==> config.mk <==
export PLATFORM = sky130hd
export DESIGN_NAME = timestamp_word_assembler_flat
export DESIGN_NICKNAME = d
export VERILOG_FILES = /design/src/rtl/timestamp_word_assembler_if.sv /design/src/rtl/timestamp_word_assembler.sv /design/src/flat_wrapper.sv
export SDC_FILE = /design/constraint.sdc
export NUM_CORES = 1
export LEC_CHECK = 0
export ABC_CLOCK_PERIOD_IN_PS = 2800
export CAP_MARGIN = 20
export CORE_MARGIN = 2
export CORE_UTILIZATION = 26
export CTS_CLUSTER_SIZE = 12
export DETAILED_ROUTE_END_ITERATION = 10
export PLACE_DENSITY = 0.46
export SKIP_CTS_REPAIR_TIMING = 1
export SYNTH_ARGS = -nofsm -noshare
export SYNTH_HDL_FRONTEND = slang
export SYNTH_SLANG_ARGS = --single-unit
==> constraint.sdc <==
create_clock -name BUS_CLK -period 2.8 [get_ports BUS_CLK]
set_input_delay 0.56 -clock BUS_CLK [delete_from_list [all_inputs] [get_ports BUS_CLK]]
set_output_delay 0.56 -clock BUS_CLK [all_outputs]
set_load 0.02 [all_outputs]
==> src/rtl/timestamp_word_assembler_if.sv <==
// rtl/timestamp_word_assembler_if.sv - bundle of FIFO, timestamp handshake and counter signals
//
// Purpose: groups everything except clock and reset that crosses the
//          timestamp_word_assembler boundary.
// Ports (by modport):
//   master : drives EN, CLR_CNT, FIFO_EMPTY, FIFO_DATA, TS_READY;
//            observes FIFO_READ, TS_VALID, TS_DATA, SEQ_ERR_CNT, FOREIGN_CNT
//   slave  : the assembler's view (directions mirrored)
interface timestamp_word_assembler_if #(
  parameter int CNT_WIDTH = 8
);
  logic                 EN;
  logic                 CLR_CNT;
  logic                 FIFO_EMPTY;
  logic [31:0]          FIFO_DATA;
  logic                 FIFO_READ;
  logic                 TS_VALID;
  logic                 TS_READY;
  logic [63:0]          TS_DATA;
  logic [CNT_WIDTH-1:0] SEQ_ERR_CNT;
  logic [CNT_WIDTH-1:0] FOREIGN_CNT;

  modport master (
    output EN, CLR_CNT, FIFO_EMPTY, FIFO_DATA, TS_READY,
    input  FIFO_READ, TS_VALID, TS_DATA, SEQ_ERR_CNT, FOREIGN_CNT
  );

  modport slave (
    input  EN, CLR_CNT, FIFO_EMPTY, FIFO_DATA, TS_READY,
    output FIFO_READ, TS_VALID, TS_DATA, SEQ_ERR_CNT, FOREIGN_CNT
  );
endinterface

==> src/rtl/timestamp_word_assembler.sv <==
// rtl/timestamp_word_assembler.sv - rebuilds 64-bit timestamps from three-word FIFO records
//
// Purpose: pops 32-bit words from a first-word-fall-through FIFO, keeps only
//          words carrying IDENTIFIER in bits 31:28, checks the 1-2-3 word-type
//          sequence, and presents the assembled 64-bit timestamp on a
//          valid/ready handshake. Foreign words and sequence errors are
//          counted in saturating counters.
// Ports:
//   BUS_CLK : single clock
//   BUS_RST : synchronous active-high reset
//   bus     : timestamp_word_assembler_if.slave (FIFO side, timestamp
//             handshake, counter clear and counter outputs)
module timestamp_word_assembler #(
  parameter logic [3:0] IDENTIFIER = 4'b0001,
  parameter int         CNT_WIDTH  = 8
) (
  input  logic                         BUS_CLK,
  input  logic                         BUS_RST,
  timestamp_word_assembler_if.slave    bus
);

  typedef enum logic [1:0] {EXP_W1, EXP_W2, EXP_W3, OUT} state_t;

  state_t state, state_next;

  logic [23:0]          lo;
  logic [23:0]          mid;
  logic [63:0]          ts_data;
  logic [CNT_WIDTH-1:0] seq_err_cnt;
  logic [CNT_WIDTH-1:0] foreign_cnt;

  logic       rd;
  logic       id_ok;
  logic [3:0] typ;
  logic       hi_zero;
  logic       take;       // consumed word that belongs to us
  logic       inc_foreign;
  logic       inc_seq;
  logic       load_lo;
  logic       load_mid;
  logic       load_ts;

  localparam logic [CNT_WIDTH-1:0] CNT_MAX = {CNT_WIDTH{1'b1}};

  assign id_ok   = (bus.FIFO_DATA[31:28] == IDENTIFIER);
  assign typ     = bus.FIFO_DATA[27:24];
  assign hi_zero = (bus.FIFO_DATA[23:16] == 8'h00);
  assign take    = rd & id_ok;

  // State register
  always_ff @(posedge BUS_CLK) begin
    if (BUS_RST) begin
      state <= EXP_W1;
    end else begin
      state <= state_next;
    end
  end

  // Next-state logic
  always_comb begin
    state_next = state;
    case (state)
      EXP_W1: begin
        if (take) begin
          state_next = (typ == 4'h1) ? EXP_W2 : EXP_W1;
        end
      end
      EXP_W2: begin
        if (take) begin
          if (typ == 4'h1)      state_next = EXP_W2;
          else if (typ == 4'h2) state_next = EXP_W3;
          else                  state_next = EXP_W1;
        end
      end
      EXP_W3: begin
        if (take) begin
          if (typ == 4'h1)                  state_next = EXP_W2;
          else if (typ == 4'h3 && hi_zero)  state_next = OUT;
          else                              state_next = EXP_W1;
        end
      end
      OUT: begin
        if (bus.TS_READY) state_next = EXP_W1;
      end
      default: state_next = EXP_W1;
    endcase
  end

  // Output / datapath-control decode
  always_comb begin
    rd          = !BUS_RST && bus.EN && !bus.FIFO_EMPTY && (state != OUT);
    inc_foreign = rd && !id_ok;
    inc_seq     = 1'b0;
    load_lo     = 1'b0;
    load_mid    = 1'b0;
    load_ts     = 1'b0;
    if (take) begin
      // A type-1 word always (re)starts a record, even mid-assembly.
      load_lo = (typ == 4'h1);
      case (state)
        EXP_W1: inc_seq = (typ != 4'h1);
        EXP_W2: begin
          inc_seq  = (typ != 4'h2);
          load_mid = (typ == 4'h2);
        end
        EXP_W3: begin
          load_ts = (typ == 4'h3) && hi_zero;
          inc_seq = !load_ts;
        end
        default: inc_seq = 1'b0;
      endcase
    end
  end

  // Record registers and counters
  always_ff @(posedge BUS_CLK) begin
    if (BUS_RST) begin
      lo          <= '0;
      mid         <= '0;
      ts_data     <= '0;
      seq_err_cnt <= '0;
      foreign_cnt <= '0;
    end else begin
      if (load_lo)  lo  <= bus.FIFO_DATA[23:0];
      if (load_mid) mid <= bus.FIFO_DATA[23:0];
      if (load_ts)  ts_data <= {bus.FIFO_DATA[15:0], mid, lo};

      if (bus.CLR_CNT)                          seq_err_cnt <= '0;
      else if (inc_seq && seq_err_cnt != CNT_MAX) seq_err_cnt <= seq_err_cnt + 1'b1;

      if (bus.CLR_CNT)                                foreign_cnt <= '0;
      else if (inc_foreign && foreign_cnt != CNT_MAX) foreign_cnt <= foreign_cnt + 1'b1;
    end
  end

  assign bus.FIFO_READ   = rd;
  assign bus.TS_VALID    = (state == OUT);
  assign bus.TS_DATA     = ts_data;
  assign bus.SEQ_ERR_CNT = seq_err_cnt;
  assign bus.FOREIGN_CNT = foreign_cnt;

endmodule

==> src/flat_wrapper.sv <==
// flat-port wrapper written by rule: the top's interface ports become plain ports
module timestamp_word_assembler_flat 
#(
  parameter logic [3:0] IDENTIFIER = 4'b0001,
  parameter int         CNT_WIDTH  = 8
)
  (BUS_CLK, BUS_RST, bus_EN, bus_CLR_CNT, bus_FIFO_EMPTY, bus_FIFO_DATA, bus_TS_READY, bus_FIFO_READ, bus_TS_VALID, bus_TS_DATA, bus_SEQ_ERR_CNT, bus_FOREIGN_CNT);
  timestamp_word_assembler_if #(.CNT_WIDTH(CNT_WIDTH)) bus_i ();
  input  logic BUS_CLK;
  input  logic BUS_RST;
  input wire logic [$bits(bus_i.EN)-1:0] bus_EN;
  input wire logic [$bits(bus_i.CLR_CNT)-1:0] bus_CLR_CNT;
  input wire logic [$bits(bus_i.FIFO_EMPTY)-1:0] bus_FIFO_EMPTY;
  input wire logic [$bits(bus_i.FIFO_DATA)-1:0] bus_FIFO_DATA;
  input wire logic [$bits(bus_i.TS_READY)-1:0] bus_TS_READY;
  output wire logic [$bits(bus_i.FIFO_READ)-1:0] bus_FIFO_READ;
  output wire logic [$bits(bus_i.TS_VALID)-1:0] bus_TS_VALID;
  output wire logic [$bits(bus_i.TS_DATA)-1:0] bus_TS_DATA;
  output wire logic [$bits(bus_i.SEQ_ERR_CNT)-1:0] bus_SEQ_ERR_CNT;
  output wire logic [$bits(bus_i.FOREIGN_CNT)-1:0] bus_FOREIGN_CNT;
  assign bus_i.EN = bus_EN;
  assign bus_i.CLR_CNT = bus_CLR_CNT;
  assign bus_i.FIFO_EMPTY = bus_FIFO_EMPTY;
  assign bus_i.FIFO_DATA = bus_FIFO_DATA;
  assign bus_i.TS_READY = bus_TS_READY;
  assign bus_FIFO_READ = bus_i.FIFO_READ;
  assign bus_TS_VALID = bus_i.TS_VALID;
  assign bus_TS_DATA = bus_i.TS_DATA;
  assign bus_SEQ_ERR_CNT = bus_i.SEQ_ERR_CNT;
  assign bus_FOREIGN_CNT = bus_i.FOREIGN_CNT;
  timestamp_word_assembler #(.IDENTIFIER(IDENTIFIER), .CNT_WIDTH(CNT_WIDTH)) u_core (.BUS_CLK(BUS_CLK), .BUS_RST(BUS_RST), .bus(bus_i));
endmodule
Word level (Yosys, flattened, before mapping) --
Cells that the tools add are included.
Storage, ports and cells: register bits after elaboration 130, input port bits 38, output and inout bits 82, word-level logic and storage cells 57
Operators by class: add/sub/neg operators 2, equal/unequal tests 16, reductions and logical operators 15, bitwise operators 1, multiplexer cells 17
Operators by type and width (count):
- adder 8 x 1 -> 8 bit (second input constant) | 2
- 2-to-1 mux 2 bit | 8
- != test 8 bit (second input constant) | 2
- equality test 4 x 1 -> 1 bit (second input constant) | 2
- equality test 4 x 2 -> 1 bit (second input constant) | 2
- logical NOT 8 bit | 1
- case mux 2 bit (4 select lines) | 1
- logical AND 1 bit | 7
- 2-to-1 mux 1 bit | 7
- != test 2 x 1 -> 1 bit (second input constant) | 3
- equality test 2 bit (second input constant) | 2
- logical NOT 1 bit | 4
- != test 2 bit (second input constant) | 2
- != test 4 x 1 -> 1 bit (second input constant) | 1
- != test 4 x 2 -> 1 bit (second input constant) | 1
- AND reduction 4 bit | 1
- case mux 1 bit (3 select lines) | 1
- equality test 2 x 1 -> 1 bit (second input constant) | 1
- logical NOT 2 bit | 1
- OR reduction 2 bit | 1
- AND 1 bit | 1

Longest topological paths before layout --
depth in word-level cells 7, mapped depth 8, mapped depth without buffers 6

Worst setup path before layout --
OpenSTA, ideal clock, no wires.
path kind in2reg, start in bus_FIFO_DATA[29], end reg u_core.ts_data[48], in the netlist u_core.bus.TS_DATA[48], path slack 507 ps, buffers on the path 2, cell stages on the path 7, data required time 2672 ps, library setup time 128 ps, arrival time 2165 ps, path through or4b_4 > nor3_4 > and4b_1 > buf_6 > buf_12 > mux2i_1 > nor2_1
On the way: word-level cells in the longest chain between the ends 3
RTL lines:
- from (decl) | RTL line flat_wrapper.sv:14 | input wire logic [$bits(bus_i.FIFO_DATA)-1:0] bus_FIFO_DATA;
- equality test 4 x 1 -> 1 bit | RTL line timestamp_word_assembler.sv:45 | assign id_ok = (bus.FIFO_DATA[31:28] == IDENTIFIER);
- AND 1 bit | RTL line timestamp_word_assembler.sv:48 | assign take = rd & id_ok;
- 2-to-1 mux 1 bit | RTL line timestamp_word_assembler.sv:97 | if (take) begin
- to (signal assigned) | RTL line timestamp_word_assembler.sv:126 | if (load_ts) ts_data <= {bus.FIFO_DATA[15:0], mid, lo};
- to (decl) | RTL line timestamp_word_assembler.sv:28 | logic [63:0] ts_data;
No other way between the ends. A chain may end at the register's enable or synchronous reset.

Worst setup path after layout --
start in bus_EN, end out bus_FIFO_READ
On the way: word-level cells in the longest chain between the ends 3
RTL lines:
- from (decl) | RTL line flat_wrapper.sv:11 | input wire logic [$bits(bus_i.EN)-1:0] bus_EN;
- logical AND 1 bit (3 in a row) | RTL line timestamp_word_assembler.sv:91 | rd = !BUS_RST && bus.EN && !bus.FIFO_EMPTY && (state != OUT);
- to (decl) | RTL line flat_wrapper.sv:16 | output wire logic [$bits(bus_i.FIFO_READ)-1:0] bus_FIFO_READ;
No other way between the ends.

==> results.txt <==
Critical path start-end classification: in2out
Synth-to-Final Area Change: 40.9%
Final period utilization: 0.969
Antenna diodes: 0
Gr ovfl total: 0
Total number of yosys warnings: 0
Fraction of registers with async set/reset: 0
Max-slew violation count: 0
Number of remaining DRC errors: 0
Setup violators final: 0
Final layout net count: 698
Number of clock sinks: 130
Post-synthesis area per instance: 9.25 um^2
Sum of buffers and inverters on the critical path: 2
Kind of start point of the critical path: input port
Outcome: complete, no violations
Level count of the clock H-tree: 4
Initial core utilization: 0.265
Overall power of the completed layout: 4.42 mW
Cts bufs inserted: 17
End-of-flow core utilization: 0.374
Timing startpoint of the critical path: bus_EN
DP Wirelength: 8760 um
Highest ir drop seen on vdd: 0.000384 V
Clock tree skew after final layout: 0.00805 ns
Post-synth cell types: 40
Clock Path Buffers: 2
Core footprint: 0.0188 mm^2
Number of synthesized flops with an enable pin: 0
Fraction of layout cells with a size suffix above 1: 0.0760
Via count: 4,107
Placement row count: 50
Clock input transition at the sequential cells of the worst setup and hold paths: 0.05 ns
Worst-Margin Slew: 0.687 ns
Area of all sequential standard cells: 0.00260 mm^2
Standby leakage power: 2.29 nW
Count of final hold-check violations: 0
IO Pins: 120
Insertion delay to the later sink of the worst-skew pair: 0.42 ns
Mapped Cells: 538
Die Area: 0.0203 mm^2
Required time worst endpoint: 2.24 ns
Master of the slowest instance on the critical path: sky130_fd_sc_hd__clkdlybuf4s50_1
First-pass GRT wire length: 20,900 um
Wire length after detailed routing: 13,000 um
Total nets after synthesis: 578
WP data arrival: 2.15 ns
Most used flip-flop cell after synthesis: sky130_fd_sc_hd__dfxtp_1
Register-to-Register Path Depth: 5
Buffers added on ports: 119
TritonCTS clock tree: done
Number of stages on the worst setup path: 4
Startpoint of the lowest-slack register-to-register path: u_core.state[1]$_SDFFE_PP0P_
Global placement routability congestion: 0.754
CP Max Fanout: 3
Crit path capture: bus_FIFO_READ
DP Cell Count: 873
Crit. End Element: primary output
Cell area after synthesis: 0.00498 mm^2
Die height: 142 um
Highest clock rate: 369 MHz
Synth Register Bits: 130
Rel. slew slack: 0.542
Total track usage: 0.133
Cell count of the worst hold path: 2
RSZ-0062 raised after global routing: no
Vias/cell: 4.54
Setup total negative slack: 0 ns
Vias in the first global route: 3,994
Wire length per cell after detailed routing: 14.3 um
Worst hold path class: reg2reg
Number of nets with antenna violations after detailed routing: 0
Power per cell area: 630 mW/mm^2
Largest net degree at the start of global routing: 65
Initial antenna violation count: 0
Dominant cell type by count on the critical path: sky130_fd_sc_hd__clkdlybuf4s50_1
Seq/Total Area, Yosys: 0.523
Family of cells with the greatest summed delay on the critical path: buffers and inverters
Count of filler cells inserted in the layout: 1,886
Combined area of the multi-input logic cells: 0.00213 mm^2
Cell breakdown of the critical path: clkdlybuf4s50_1 > or3b_1 > nor2_1 > clkdlybuf4s50_1
Max-cap check violation count: 0
Final Non-Filler Cells: 905
Fin crit period: 2.71 ns
Endpoint of the lowest-slack register-to-register path: u_core.bus.SEQ_ERR_CNT[4]$_SDFFE_PP0P_
Die W: 142 um
Worst setup slack for register-to-register paths: 0.73 ns
Largest stage delay, worst path: 0.62 ns
First-pass DRT Iterations: 4
First-iteration detailed-routing DRC count: 176
Cell chosen for the clock root: sky130_fd_sc_hd__clkbuf_16
==> worst min path at each step <==
stage                                           start                     endpoint
after CTS                 u_core.mid[14]$_SDFFE_PP0P_  u_core.mid[14]$_SDFFE_PP0P_
after global routing       u_core.lo[22]$_SDFFE_PP0P_   u_core.lo[22]$_SDFFE_PP0P_
after global placement      u_core.lo[8]$_SDFFE_PP0P_    u_core.lo[8]$_SDFFE_PP0P_
final                       u_core.lo[2]$_SDFFE_PP0P_    u_core.lo[2]$_SDFFE_PP0P_
after detailed placement    u_core.lo[9]$_SDFFE_PP0P_    u_core.lo[9]$_SDFFE_PP0P_
after floorplan             u_core.lo[0]$_SDFFE_PP0P_    u_core.lo[0]$_SDFFE_PP0P_
==> registers in the layout, summed over array words and instances, names as in the netlist <==
register and flops:
u_core.bus.SEQ_ERR_CNT 8, u_core.state 2, u_core.lo 24, u_core.bus.FOREIGN_CNT 8, u_core.mid 24, u_core.bus.TS_DATA 64
==> placed cells by master (no fill, tap or decap), types with 7 or more instances in the layout <==
master and n:
sky130_fd_sc_hd__clkdlybuf4s50_1 118, sky130_fd_sc_hd__buf_4 14, sky130_fd_sc_hd__nand3_1 8, sky130_fd_sc_hd__clkbuf_16 17, sky130_fd_sc_hd__mux2i_1 67, sky130_fd_sc_hd__dfxtp_1 130, sky130_fd_sc_hd__xnor2_1 7, sky130_fd_sc_hd__a21oi_1 54
sky130_fd_sc_hd__nor2_1 80, sky130_fd_sc_hd__nand2_1 108
==> report_power, final <==
group | internal, mW | leakage, nW | total [mW] | switching, mW
logic | 0.0581 | 0.926 | 0.121 | 0.0628
clock network | 1.65 | 0.317 | 2.44 | 0.795
registers | 1.85 | 1.05 | 1.85 | 0.00101
total | 3.56 | 2.29 | 4.42 | 0.858
==> cells in the mapped netlist, drive strengths merged, types with 4 or more instances <==
library cell  count  area (um^2)
or4               4         30.0
buf              12          163
nand2           108          405
nand3             8         40.0
a21oi            54          270
clkbuf           21         78.8
mux2i            67          671
xnor2             7         61.3
dfxtp           130         2600
o31ai             4         30.0
nor4              5         31.3
nor2             80          300
==> layout make-up <==
cell class,instances,area share
repair buffers,134,0.189
inverters,3,0.00161
clock inverters,9,0.0252
flip-flops and latches,130,0.371
well taps,234,0.0417
clock buffers,23,0.0682
multi-input cells,372,0.303
==> per-stage QoR <==
stage                     setup WS [ns]  cell area [um^2]  hold WS [ns]
final                            0.0865              7010         0.453
after global routing             0.0377              7010         0.474
after CTS                        0.0786              7010         0.454
after detailed placement         0.0566              6360         0.447
after global placement           0.0937              6360         0.442
after floorplan                   0.507              4980         0.436
==> routing by layer <==
metal	GRT usage	routed length (um)
met3	0.0400	674
met2	0.216	6030
met5	0	0
met4	0.0500	197
met1	0.166	6060
==> worst register-to-register path, stage by stage (launching register included) <==
cell,delay (ns)
sky130_fd_sc_hd__dfxtp_1,0.47
sky130_fd_sc_hd__nor2_1,0.11
sky130_fd_sc_hd__and3_1,0.22
sky130_fd_sc_hd__o32a_1,0.49
sky130_fd_sc_hd__or4_1,0.55
sky130_fd_sc_hd__a21oi_1,0.16
==> cells by family after synthesis <==
kind of cell	count (synthesis)	share of synthesized area
AOI/OAI and AO/OA	66	0.0724
xor gates and xnor gates	7	0.0123
adders and majority gates	2	0.00503
buffers and inverters	36	0.0508
DFF	130	0.523
muxes	67	0.135
and+or+nand+nor	230	0.202
No activity file was read; power rests on OpenSTA's default activity.
